File: src/rtl/jtframe_z80_romslot.sv
// ---------------------------------------------------------------------------
// jtframe_z80_romslot: one-word ROM cache serving Z80 byte reads, refilled
// from SDRAM over a req/ack/dok handshake. Revision 1.0
// ---------------------------------------------------------------------------
`default_nettype none

module jtframe_z80_romslot #(
   parameter int AW = 15
) (
   input  logic          clk,
   input  logic          rst_n,
   input  logic          rom_cs,
   input  logic [AW-1:0] rom_addr,
   output logic [7:0]    rom_data,
   output logic          rom_ok,
   input  logic          flush,
   output logic          sdram_req,
   output logic [AW-2:0] sdram_addr,
   input  logic          sdram_ack,
   input  logic          sdram_dok,
   input  logic [15:0]   sdram_data,
   output logic [15:0]   miss_cnt
);

   typedef enum logic [1:0] {
      S_IDLE = 2'd0,
      S_REQ  = 2'd1,
      S_WAIT = 2'd2
   } state_t;

   state_t        r_state;
   logic [15:0]   r_word;
   logic [AW-2:0] r_tag;
   logic          r_valid;
   logic          r_drop;
   logic          r_req;
   logic [AW-2:0] r_addr;
   logic [15:0]   r_cnt;
   logic          w_hit;

   assign w_hit      = r_valid && (r_tag == rom_addr[AW-1:1]);
   assign rom_ok     = rom_cs && w_hit;
   assign rom_data   = rom_addr[0] ? r_word[15:8] : r_word[7:0];
   assign sdram_req  = r_req;
   assign sdram_addr = r_addr;
   assign miss_cnt   = r_cnt;

   always_ff @(posedge clk or negedge rst_n) begin
      if (!rst_n) begin
         r_state <= S_IDLE;
         r_word  <= 16'h0000;
         r_tag   <= '0;
         r_valid <= 1'b0;
         r_drop  <= 1'b0;
         r_req   <= 1'b0;
         r_addr  <= '0;
         r_cnt   <= 16'h0000;
      end else begin
         if (flush) r_valid <= 1'b0;
         case (r_state)
            S_IDLE: begin
               if (rom_cs && !w_hit && !flush) begin
                  r_state <= S_REQ;
                  r_req   <= 1'b1;
                  r_addr  <= rom_addr[AW-1:1];
                  r_drop  <= 1'b0;
                  if (r_cnt != 16'hFFFF) r_cnt <= r_cnt + 16'd1;
               end
            end
            S_REQ: begin
               if (flush) r_drop <= 1'b1;
               if (sdram_ack) begin
                  r_req <= 1'b0;
                  // ack and dok together complete the fetch without visiting WAIT
                  if (sdram_dok) begin
                     r_word  <= sdram_data;
                     r_tag   <= r_addr;
                     r_valid <= !(r_drop || flush);
                     r_state <= S_IDLE;
                  end else begin
                     r_state <= S_WAIT;
                  end
               end
            end
            S_WAIT: begin
               if (flush) r_drop <= 1'b1;
               if (sdram_dok) begin
                  r_word  <= sdram_data;
                  r_tag   <= r_addr;
                  r_valid <= !(r_drop || flush);
                  r_state <= S_IDLE;
               end
            end
            default: begin
               r_state <= S_IDLE;
               r_req   <= 1'b0;
            end
         endcase
      end
   end

endmodule

`default_nettype wire

File: config.mk
export PLATFORM = sky130hd
export DESIGN_NAME = jtframe_z80_romslot
export DESIGN_NICKNAME = d
export VERILOG_FILES = /design/src/rtl/jtframe_z80_romslot.sv
export SDC_FILE = /design/constraint.sdc
export NUM_CORES = 1
export LEC_CHECK = 0
export CAP_MARGIN = 20
export CORE_ASPECT_RATIO = 0.5
export CORE_MARGIN = 4
export CORE_UTILIZATION = 53
export DETAILED_ROUTE_END_ITERATION = 7
export PLACE_DENSITY = 0.95
export RECOVER_POWER = 25
export SKIP_CTS_REPAIR_TIMING = 1
export SLEW_MARGIN = 30
export SYNTH_ARGS = -nofsm -noshare
export SYNTH_HDL_FRONTEND = slang
export SYNTH_SLANG_ARGS = --single-unit
File: constraint.sdc
create_clock -name clk -period 3.2 [get_ports clk]
set_input_delay 0.64 -clock clk [delete_from_list [all_inputs] [get_ports clk]]
set_output_delay 0.64 -clock clk [all_outputs]
set_load 0.02 [all_outputs]
==> results_tabular.tex <==
\begin{tabular}{lr}
\hline
Metric & Value \\
\hline
\multicolumn{2}{l}{\textbf{GRT}} \\
Initial antenna violation count & 0 \\
Aggregate global routing overflow & 0 \\
Vias in the first global route & between 2,000 and 3,000 \\
Largest net degree at the start of global routing & 39 \\
GRT Total Usage & 25.01\% \\
First-pass GRT wire length & around 13 mm \\
\multicolumn{2}{l}{\textbf{Layout}} \\
Final std cells w/o fill & 436 \\
N\_diodes & 0 \\
Share of post-route cells with drive strength above 1 & between 20\% and 30\% \\
Final core area utilization & 77.37\% \\
Filler cell count & between 300 and 400 \\
Leading cell types in the layout, fill and taps excluded & clkdlybuf4s50\_1 (74), dfrtp\_1 (65), nand2\_1 (50), mux2\_2 (40), xnor2\_1 (21) \\
Nets & around 400 \\
Most frequent standard cell in the layout excluding fill and tap cells & clkdlybuf4s50\_1 \\
Post-route cell area & 4285 sq um \\
Area growth, synth to finish & 39.62\% \\
\multicolumn{2}{l}{\textbf{Floorplanning}} \\
Core Region & approximately 5500 sq um \\
Starting density of the core & between 50\% and 60\% \\
Number of cell rows & 19 \\
Die outline area & 7146 sq um \\
Top-Level Pins & 77 \\
Die Y-Extent & 61.81 um \\
Die width & 115.6 um \\
\multicolumn{2}{l}{\textbf{Worst setup path}} \\
Depth of the worst register-to-register path & 7 \\
Startpoint of the worst-slack reg-to-reg timing path & r\_tag[2] \\
Register-to-Register Setup Slack & 820 ps \\
Critical-path cell with the highest stage delay & clkdlybuf4s50\_1 \\
Largest stage delay on the critical path & 450 ps \\
Endpoint of the most critical register-to-register path & miss\_cnt[14] \\
Largest fanout on the critical path & 2 \\
Capturing element type of the critical path & output port \\
Worst Setup Path Type & primary input to output port \\
Series of cell instances along the critical path & clkdlybuf4s50\_1, xnor2\_1, nand4\_1, nor4\_2, buf\_4, and2\_1, dlymetal6s2s\_1 \\
Data arrival, critical path & approximately 2500 ps \\
CP startpoint kind & primary input \\
Worst setup path startpoint & rom\_addr[13] \\
Termination of the worst setup path & rom\_ok \\
Worst path required time & 2560 ps \\
\multicolumn{2}{l}{\textbf{Power and ir drop}} \\
Leakage & 1.915 nW \\
Largest vdd supply drop & 555.3 uV \\
Internal power consumption & 2.640 mW \\
Sequential power share & 34.7\% \\
Clock power share & between 20\% and 30\% \\
Power density over the cells & 949.7 nW/um\^{}2 \\
Combinational group share of total power & 39.4\% \\
Power spent charging and discharging nets & $\sim$1.4 mW \\
Sw Share & a little over a third \\
Overall power & roughly 4.1 mW \\
\multicolumn{2}{l}{\textbf{STA}} \\
Final Hold Viols & 0 \\
Highest Clock Rate & 315.0 MHz \\
Time the worst path needs with I/O delays and setup & 3175 ps \\
Worst Slack Setup Final & between 20 and 25 ps \\
Actual transition at the worst max-transition pin & around 2100 ps \\
Period Utilization, post-route & 99.22\% \\
Number of max-slew violations in the final report & 39 \\
Number of setup violations in the final report & 0 \\
Worst clock skew & 10.16 ps \\
Relative slew slack & -37.19\% \\
Setup tns final & 0 ps \\
Unrepaired setup endpoints after global routing & no \\
Final Hold Slack & just under 500 ps \\
\multicolumn{2}{l}{\textbf{Placed design}} \\
Placer Congestion & 0.9091 \\
Post-place setup slack & -245.4 ps \\
Detailed Place HPWL & 5.440 mm \\
Number of port buffers & 76 \\
Placed standard-cell area & 3945 sq um \\
Count of placed standard cells including taps & 420 \\
\multicolumn{2}{l}{\textbf{Synth}} \\
Distinct cell type count of the synthesized netlist & 33 \\
Sequential-to-total area share from yosys stat & a little over half \\
Predominant post-synthesis flop cell & dfrtp\_1 \\
Number of enable-type register cells in the synthesized netlist & 0 \\
Post-synthesis instance area & 3069 sq um \\
Post-synthesis average cell area & 11.50 sq um \\
Syn Nets & 308 \\
Share of flip-flops with an asynchronous set or reset after synthesis & 100.0\% \\
Synth Instances & 267 \\
Count of state elements after synthesis & 65 \\
Yosys warns & 0 \\
\multicolumn{2}{l}{\textbf{Detailed routing}} \\
Via-to-Cell Ratio & 5.633 \\
DR pass1 iterations & 4 \\
Iteration-0 DRC Markers & $\sim$150 \\
Met3 wirelength from detailed routing & approximately 340 um \\
Wire length on met2 & 4.393 mm \\
Final Routed Wirelength & 8.412 mm \\
Met1 wire length & 3.398 mm \\
Total DRC errors in the routed layout & 0 \\
Vias after detailed routing & roughly 2,500 \\
Antenna violation net count after detailed routing & 0 \\
Top routing layer in use & met4 \\
DR WL/cell & 19.29 um \\
\multicolumn{2}{l}{\textbf{CTS}} \\
Depth of the CTS H-tree & 3 \\
Bufs on Longest Clock Path & 2 \\
CTS tree & yes \\
Num Clock Sinks & 65 \\
CTS Root Cell & clkbuf\_16 \\
CTS Buf Count & 9 \\
Clock Pin Slew Worst Setup and Hold Paths & 50 ps \\
Clock insertion delay at the later pin of the skew report & roughly 340 ps \\
\multicolumn{2}{l}{\textbf{Flow run}} \\
Number of max-capacitance violations reported & 1 \\
\multicolumn{2}{l}{\textbf{Worst hold path}} \\
Hold/Removal Path Class & flop to flop \\
Worst hold path depth & 1 \\
\multicolumn{2}{l}{\textbf{Status}} \\
Violations in the final reports & capacitance limit, slew limit \\
Outcome & finished with violations \\
\hline
\end{tabular}
-- worst min-delay path by stage --
stage                     slack [ps]             to          start
after floorplan                  340    miss_cnt[0]          rst_n
after global placement           480  sdram_addr[8]  sdram_addr[8]
final                            490   miss_cnt[11]   miss_cnt[11]
after CTS                        450      r_word[2]          rst_n
after detailed placement         490   miss_cnt[11]   miss_cnt[11]
after global routing             520     r_word[13]     r_word[13]
-- registers in the layout, summed over array words and instances (netlist names) --
register    cells
r_tag          14
r_valid         1
sdram_req       1
sdram_addr     14
r_state         2
miss_cnt       16
r_drop          1
r_word         16
-- power groups by stage --
stage	logic (mW)	registers [mW]	clock network (mW)
6_report	1.60	1.41	1.06
4_1_cts	1.59	1.41	1.06
3_5_place_dp	1.54	1.40	0
5_1_grt	1.71	1.45	1.11
2_1_floorplan	0.788	1.47	0
3_3_place_gp	1.47	1.36	0
-- layout make-up --
| class | instances | area (sq um) | area share (%) |
|---|---|---|---|
| Timing Repair Buffer | 89 | 852.1 | 19.88 |
| Sequential cell | 65 | 1627 | 37.96 |
| Clock inverter | 7 | 95.09 | 2.219 |
| Tap cell | 73 | 91.34 | 2.131 |
| Multi-Input combinational cell | 187 | 1373 | 32.03 |
| Inverter | 6 | 22.52 | 0.5255 |
| Clock buffer | 9 | 225.2 | 5.255 |
-- metal layers --
layer | track usage (%) | vias to the layer above
met1 | 28.55 | 1253
met2 | 45.39 | 77
met5 | 0 | -
met4 | 12.23 | 0
met3 | 6.576 | 27
li1 | - | 1099
-- synthesized netlist by cell type, types with 4 or more instances --
library cell	n	area (sq um)
a21oi_1	6	30.03
and3_1	4	25.02
buf_2	4	20.02
buf_6	4	45.04
dfrtp_1	65	1627
ha_1	4	50.05
inv_1	6	22.52
mux2_2	40	450.4
nand2_1	50	187.7
nand3_1	8	40.04
nand4_1	13	81.33
nor2_1	9	33.78
xnor2_1	23	201.4
xor2_1	4	35.03
-- critical path: cells and delay by family --
kind,cells,cell delay (ps)
XOR/XNOR,1,290
buffers and inverters,3,870
AND/OR/NAND/NOR,3,740
-- kinds of logic after synthesis --
group | synth area share [%]
XOR/XNOR | 7.705
multiplexers | 15.33
adder cells (fa/ha/maj) | 1.631
AO/OA/AOI/OAI | 2.976
AND/OR/NAND/NOR | 16.39
buffers and inverters | 2.976
flip-flops | 53.00
Note: power is estimated with default switching activity, not from simulation.
